`src/rtl/rv_ctrl_pkg.sv`:
```
// Shared run-control types and constants for the RV32I core sequencer.
// The testbench reuses END_INSTR so both agree on the end-of-program word.
package rv_ctrl_pkg;

   typedef enum logic [1:0] {
      IDLE = 2'd0,
      RUN  = 2'd1,
      STEP = 2'd2,
      HALT = 2'd3
   } run_state_t;

   typedef enum logic [2:0] {
      CAUSE_NONE    = 3'd0,
      CAUSE_HALTREQ = 3'd1,
      CAUSE_BREAK   = 3'd2,
      CAUSE_END     = 3'd3,
      CAUSE_STEP    = 3'd4
   } halt_cause_t;

   // jal x0,0 : the program parks itself in a self-loop when it is done
   localparam logic [31:0] END_INSTR = 32'h0000006F;

endpackage

```
`src/rtl/run_ctrl_edge_detect.sv`:
```
// One-bit rising-edge detector with synchronous active-high reset.
// The delayed copy is updated every cycle so a held level fires only once.
module edge_detect (
   input  logic clk,
   input  logic rst,
   input  logic d,
   output logic rise
);

   logic d_q;

   always_ff @(posedge clk) begin
      if (rst) begin
         d_q <= 1'b0;
      end else begin
         d_q <= d;
      end
   end

   assign rise = d & ~d_q;

endmodule

```
`src/rtl/run_ctrl.sv`:
```
// Run-control sequencer: gates the single-cycle core with a zero-latency
// execute enable and tracks why and when execution stopped.
module run_ctrl #(
   parameter int ADDR_WIDTH = 32,
   parameter int DATA_WIDTH = 32,
   parameter int CNT_WIDTH  = 32,
   parameter logic [DATA_WIDTH-1:0] END_INSTR = DATA_WIDTH'(rv_ctrl_pkg::END_INSTR)
) (
   input  logic                  clk,
   input  logic                  rst,
   input  logic                  trigger,
   input  logic                  step,
   input  logic                  halt_req,
   input  logic                  bp_en,
   input  logic [ADDR_WIDTH-1:0] bp_addr,
   input  logic [ADDR_WIDTH-1:0] PC,
   input  logic [DATA_WIDTH-1:0] Instr,
   output logic                  core_en,
   output logic                  running,
   output logic                  halted,
   output logic [2:0]            halt_cause,
   output logic [CNT_WIDTH-1:0]  cycle_count,
   output logic [CNT_WIDTH-1:0]  instr_retired
);

   import rv_ctrl_pkg::*;

   run_state_t  state_q, state_d;
   halt_cause_t cause_q, cause_d;
   logic        skip_bp_q, skip_bp_d;
   logic        trig_rise, step_rise;
   logic        is_end, bp_hit;

   edge_detect u_trig_edge (
      .clk  (clk),
      .rst  (rst),
      .d    (trigger),
      .rise (trig_rise)
   );

   edge_detect u_step_edge (
      .clk  (clk),
      .rst  (rst),
      .d    (step),
      .rise (step_rise)
   );

   assign is_end = (Instr == END_INSTR);
   assign bp_hit = bp_en && (PC == bp_addr) && !skip_bp_q;

   // Stop conditions block the instruction in the very cycle they are seen,
   // so core_en is decoded straight from state and inputs.
   always_comb begin
      state_d   = state_q;
      cause_d   = cause_q;
      skip_bp_d = skip_bp_q;
      core_en   = 1'b0;

      unique case (state_q)
         IDLE, HALT: begin
            if (!(state_q == HALT && cause_q == CAUSE_END)) begin
               if (step_rise) begin
                  state_d = STEP;
               end else if (trig_rise) begin
                  state_d   = RUN;
                  skip_bp_d = 1'b1;
               end
            end
         end
         RUN: begin
            if (halt_req) begin
               state_d = HALT;
               cause_d = CAUSE_HALTREQ;
            end else if (is_end) begin
               state_d = HALT;
               cause_d = CAUSE_END;
            end else if (bp_hit) begin
               state_d = HALT;
               cause_d = CAUSE_BREAK;
            end else begin
               core_en   = 1'b1;
               skip_bp_d = 1'b0;
            end
         end
         STEP: begin
            state_d = HALT;
            if (is_end) begin
               cause_d = CAUSE_END;
            end else begin
               core_en = 1'b1;
               cause_d = CAUSE_STEP;
            end
         end
         default: begin
            state_d = IDLE;
         end
      endcase

      if (rst) begin
         core_en = 1'b0;
      end
   end

   always_ff @(posedge clk) begin
      if (rst) begin
         state_q    <= IDLE;
         cause_q    <= CAUSE_NONE;
         skip_bp_q  <= 1'b0;
         running    <= 1'b0;
         halted     <= 1'b0;
      end else begin
         state_q    <= state_d;
         cause_q    <= cause_d;
         skip_bp_q  <= skip_bp_d;
         running    <= (state_d == RUN);
         halted     <= (state_d == HALT);
      end
   end

   assign halt_cause = cause_q;

   // Both counters track enabled cycles; they diverge only in a pipelined core.
   always_ff @(posedge clk) begin
      if (rst) begin
         cycle_count   <= '0;
         instr_retired <= '0;
      end else if (core_en) begin
         cycle_count   <= cycle_count + 1'b1;
         instr_retired <= instr_retired + 1'b1;
      end
   end

endmodule

```
`config.mk`:
```
export PLATFORM = sky130hd
export DESIGN_NAME = run_ctrl
export DESIGN_NICKNAME = d
export VERILOG_FILES = /design/src/rtl/rv_ctrl_pkg.sv /design/src/rtl/run_ctrl_edge_detect.sv /design/src/rtl/run_ctrl.sv
export SDC_FILE = /design/constraint.sdc
export NUM_CORES = 1
export LEC_CHECK = 0
export BUFFER_PORTS_ARGS = -buffer_cell sky130_fd_sc_hd__buf_2
export CELL_PAD_IN_SITES_DETAIL_PLACEMENT = 0
export CELL_PAD_IN_SITES_GLOBAL_PLACEMENT = 1
export CORE_UTILIZATION = 34
export CTS_CLUSTER_SIZE = 25
export DETAILED_ROUTE_END_ITERATION = 6
export PLACE_DENSITY = 0.85
export SLEW_MARGIN = 20
export SYNTH_ARGS = -nofsm -noshare
export SYNTH_HDL_FRONTEND = slang
export SYNTH_SLANG_ARGS = --single-unit
```
`constraint.sdc`:
```
create_clock -name clk -period 4.5 [get_ports clk]
set_input_delay 1.125 -clock clk [delete_from_list [all_inputs] [get_ports clk]]
set_output_delay 1.125 -clock clk [all_outputs]
set_load 0.05 [all_outputs]
```
[Word level (Yosys, flattened, before mapping)]
Index checks and enable logic that the tools add are counted.
Operators by class
  $add $sub $neg: 2
  equality and inequality tests: 15
  mux-type cells: 25
  bitwise logic cells: 4
  reductions and logical operators: 10
Operators by type and width (number)
  $add 32x1->32 const B: 2
  $eq 32x32->1: 1
  $eq 32x7->1 const B: 1
  $mux 2: 6
  $mux 3: 4
  $ne 2x2->1 const B: 6
  $mux 1: 11
  $reduce_and 7->1: 1
  $eq 2x2->1 const B: 3
  $pmux 2 s3: 1
  $pmux 3 s2: 1
  $eq 2x1->1 const B: 2
  $ne 4x4->1 const B: 1
  $pmux 1 s2: 2
  $reduce_bool 2->1: 2
  $eq 3x2->1 const B: 1
  $logic_and 1x1->1: 3
  $and 1x1->1: 2
  $logic_not 2->1: 1
  $not 1->1: 2
  $reduce_and 2->1: 1
  $reduce_or 2->1: 1
  $logic_not 1->1: 1
Storage, ports and cells
  register bits after elaboration: 74
  word-level logic and storage cells: 65

[Depth between registers and ports, before layout]
  depth after elaboration: 8
  gate-level depth with buffers: 10
  mapped depth without buffers: 8

[Modules after synthesis]
From an unflattened synthesis, not the netlist that was laid out.
Second synthesis, totals
  cell total of the unflattened synthesis: 500
  area total of the unflattened synthesis: 4209.0 um^2
By module, submodules not included
  run_ctrl: times used 1, cells an instance 494, area each 4113.9 um^2, seq. area each 1441.4 um^2
  edge_detect: times used 2, cells an instance 3, area each 47.5 um^2, seq. area each 20.0 um^2

[Least setup slack after synthesis]
OpenSTA, ideal clock, no wires.
  kind: in2out
  from: in bp_addr[30]
  to: out core_en
  data arrival time: 2814 ps
  required time: 3375 ps
  setup slack: 561 ps
  stages on the path: 8
  buffers on the path: 2
  path through: xor2_1 > nor4_1 > nand4_1 > o311a_1 > o21ai_1 > clkbuf_1 > buf_2 > inv_2
On the way
  cells in the longest elaborated chain, start to end: 8
RTL lines
  from (decl): line run_ctrl.sv:15  | input logic [ADDR_WIDTH-1:0] bp_addr,
  $eq 32x32->1: line run_ctrl.sv:49  | assign bp_hit = bp_en && (PC == bp_addr) && !skip_bp_q;
  $logic_and 1x1->1 (2 in series): line run_ctrl.sv:49
  $mux 1: line run_ctrl.sv:77  | end else if (bp_hit) begin
  $mux 1: line run_ctrl.sv:74  | end else if (is_end) begin
  $mux 1: line run_ctrl.sv:71  | if (halt_req) begin
  $pmux 1 s2: line run_ctrl.sv:59  | unique case (state_q)
  $mux 1: line run_ctrl.sv:99  | if (rst) begin
  to (decl): line run_ctrl.sv:18  | output logic core_en,
Every way passes these cells.

[Worst setup path in the final report]
  from: in bp_addr[17]
  to: out core_en
Same word-level chain as after synthesis.

==> impl_metrics.ini <==
[drt]
detail-route-antenna-nets = 0
drcViolationCount = 0
wl_met3_um = 773
drt_pre_antenna_iters = 4
dr.first_iter.drc_count = 258
routed_metal_1_wire_length_um = 5680
highest_layer = met4
viasPerCell = 5.53
detailroute.via_count = 4531
drt-wirelength-per-cell_um = 15.4
wl_met2_um = 6040
final_wirelength_um = 12600

[logic_synthesis]
postSynthRegisterBits = 74
yosysMostFrequentCell = sky130_fd_sc_hd__dfxtp_1
asyncSetResetFlopFracSynth = 0
netlist_top_cells_area = sky130_fd_sc_hd__dfxtp_1 36%, sky130_fd_sc_hd__xor2_1 5.3%, sky130_fd_sc_hd__a21oi_1 5.2%
synth_seq_area_share = 0.358
synth_top_cells_by_count = 74 x sky130_fd_sc_hd__dfxtp_1, 43 x sky130_fd_sc_hd__a21oi_1, 41 x sky130_fd_sc_hd__nor2_1
synth_ff_type = sky130_fd_sc_hd__dfxtp_1
synth_cells = 506
synthesis.area_per_instance_um2 = 8.19
synth.top_cell.area_share = 0.358
synth-edff-count = 0
synth_nets = 613
synth_top_cell_by_area = sky130_fd_sc_hd__dfxtp_1
synthesis.yosys.warnings = 0
synth.distinct_cells = 56
synthesized_area_um2 = 4140

[global_routing]
initial_antenna_violation_count = 0
grt_util_all_layers = 0.204
grt_pass1_wl_um = 20700
first_global_vias = 4253
grt_start_max_net_pins = 70
grt_remaining_overflow = 0

[setup_path]
crit_family = compound AO/OA/AOI/OAI gates
slowest_delay_ns = 0.42
timing.critical_path.fanout_max = 2
criticalPathCategory = input port to primary output
critical-path-slowest-cell = sky130_fd_sc_hd__o311a_1
crit_path_cell_trace = buf_2, xor2_1, nor4_1, nand4_1, o311a_1, o21ai_2, inv_2, buf_2
crit_path_start_kind = input port
cp.required_ns = 3.38
timing.critical_path.arrival_ns = 2.80
worstSetupEndpointType = primary output
worstPathBufferInverterCount = 3
cp_common_cell = sky130_fd_sc_hd__buf_2

[clock_tree]
tritoncts = yes
clock-root-buffer = sky130_fd_sc_hd__clkbuf_16
cts-buffers-inserted = 9
post_cts.resized_instances = 0
number_of_levels_in_the_clock_h_tree = 3
clock_tree.buffer_depth = 2
cts.reportedPaths.clkPinSlew_ns = 0.05
cts.repair_timing.setup_buffer_count = 0
clkSinkCount = 74
postCtsHoldBufs = 0
clkLatencyLatePin_ns = 0.33

[sta]
relSlewSlack = 0.508
hold_slack_ns = 0.485
slew_violations = 0
rsz0062_at_grt = false
tns_ns = 0
max_slew.worst_pin.slew_ns = 0.737
report.final.hold_viol_count = 0
max_clock_skew_ns = 0.00717
final_critical_period_ns = 3.93
achievable-frequency_mhz = 255
final_min_period_over_clock_period = 0.873
layout_setup_ws_ns = 0.571
report.final.setup_viol = 0

[cells_and_area]
fillers = 1141
areaGrowthSynthToFinish_pct = 32.2
multi_input_comb_area_um2 = 2500
num_antenna_cells = 0
share_of_layout_cells_above_drive_strength_1 = 0.297
ff_latch_area_um2 = 1480
finish.net_count = 780

[floorplan]
initial_standard_cell_utilization_of_the_core = 0.355
die_height_um = 112
row_count = 39
floorplan.io_pins = 172
die_area_um2 = 12600
die_width_um = 112
coreArea_um2 = 11700

[pwr]
share_of_total_power_consumed_by_net_switching = 0.340
cellPowerDensity_nw_per_um2 = 383
leakagePower_nw = 2.19
power.share.combinational = 0.286
clock_power_share = 0.370
peakVddDrop_v = 0.000217
internal-power_w = 0.00139
share_seq_of_total_power = 0.344
switching_power_w = 0.000713

[placement]
post-dp-hpwl_um = 9400
dp_slack_ns = 0.561
place.port_buffers = 171
gp_routability_congestion = 0.799

[min_path]
worst_hold_path_type = flip-flop to flip-flop

[run_status]
status = finished, final reports clean

[job]
max_cap_violations = 0
[registers in the layout, indices dropped and copies added (netlist names)]
register         cells
cycle_count         32
instr_retired       32
halt_cause           3
state_q              2
halted               1
running              1
skip_bp_q            1
u_step_edge.d_q      1
u_trig_edge.d_q      1
[final cells by class]
class	count	area share
multi-input cells	388	0.456
flip-flops and latches	74	0.271
repair buffers	180	0.169
clock buffers	13	0.0475
well taps	143	0.0327
inverters	20	0.0137
clock inverters	2	0.0110
[cells by family (layout without fill, tap and decap cells)]
kind of cell / after synthesis / in the layout / share of synthesized area
flip-flops: 74 / 74 / 0.358
buffers and inverters: 44 / 215 / 0.0408
adder cells (fa/ha/maj): 5 / 5 / 0.0151
AND/OR/NAND/NOR: 205 / 205 / 0.281
multiplexers: 4 / 4 / 0.0106
AO/OA/AOI/OAI: 127 / 127 / 0.195
XOR/XNOR: 47 / 47 / 0.0994
[per-layer routing]
layer / track usage / vias to the layer above
li1: - / 2233
met2: 0.345 / 134
met3: 0.0551 / 10
met5: 0 / -
met4: 0.0551 / 0
met1: 0.257 / 2154
[cells in the final DEF (no fill, tap or decap), types with 5 or more instances in the layout]
| master | instances |
|---|---|
| sky130_fd_sc_hd__or3_1 | 15 |
| sky130_fd_sc_hd__xor2_1 | 25 |
| sky130_fd_sc_hd__nor2_1 | 41 |
| sky130_fd_sc_hd__ha_1 | 5 |
| sky130_fd_sc_hd__nand4_1 | 17 |
| sky130_fd_sc_hd__or4_1 | 21 |
| sky130_fd_sc_hd__nand3_1 | 27 |
| sky130_fd_sc_hd__o21ai_0 | 13 |
| sky130_fd_sc_hd__nor3_1 | 8 |
| sky130_fd_sc_hd__and3_1 | 5 |
| sky130_fd_sc_hd__o41ai_1 | 5 |
| sky130_fd_sc_hd__o2111ai_1 | 5 |
| sky130_fd_sc_hd__o211ai_1 | 8 |
| sky130_fd_sc_hd__nor2b_1 | 5 |
| sky130_fd_sc_hd__buf_2 | 171 |
| sky130_fd_sc_hd__dfxtp_1 | 74 |
| sky130_fd_sc_hd__o21ai_1 | 12 |
| sky130_fd_sc_hd__nand2_1 | 26 |
| sky130_fd_sc_hd__inv_1 | 18 |
| sky130_fd_sc_hd__nor4_1 | 12 |
| sky130_fd_sc_hd__buf_4 | 9 |
| sky130_fd_sc_hd__a21oi_1 | 43 |
| sky130_fd_sc_hd__clkbuf_16 | 9 |
| sky130_fd_sc_hd__xnor2_1 | 22 |
| sky130_fd_sc_hd__o31ai_1 | 23 |
[stage by stage]
stage / util / total power (W) / instance area (µm²) / instances
after floorplan: - / 0.00112 / 4140 / 506
after global placement: 0.442 / 0.00133 / 5150 / 805
after detailed placement: 0.442 / 0.00134 / 5150 / 805
after CTS: 0.469 / 0.00213 / 5480 / 820
after global routing: 0.469 / 0.00221 / 5480 / 820
final: 0.469 / 0.00210 / 5480 / 820
[power by group through the flow]
stage	logic (W)	clock network (W)	registers (W)
2_1_floorplan	0.000305	0	0.000813
3_3_place_gp	0.000595	0	0.000733
3_5_place_dp	0.000602	0	0.000737
4_1_cts	0.000603	0.000800	0.000722
5_1_grt	0.000658	0.000824	0.000727
6_report	0.000600	0.000776	0.000722
[worst paths after layout]
| kind | start | endpoint | slack (ns) | depth (start not counted) |
|---|---|---|---|---|
| max | bp_addr[17] | core_en | 0.57 | 8 |
| max reg2reg | cycle_count[4] | cycle_count[31] | 1.43 | 7 |
| min reg2reg | instr_retired[31] | instr_retired[31] | 0.48 | 2 |
| min | instr_retired[31] | instr_retired[31] | 0.48 | 2 |
[worst register-to-register path, cell delays in order, from the launching register on]
cell	delay (ns)
sky130_fd_sc_hd__dfxtp_1	0.43
sky130_fd_sc_hd__nand4_2	0.17
sky130_fd_sc_hd__or4_4	0.63
sky130_fd_sc_hd__nor3_4	0.25
sky130_fd_sc_hd__nand4_1	0.38
sky130_fd_sc_hd__or3_4	0.51
sky130_fd_sc_hd__or4_1	0.48
sky130_fd_sc_hd__a21oi_1	0.15
(Power assumes the default switching activity.)
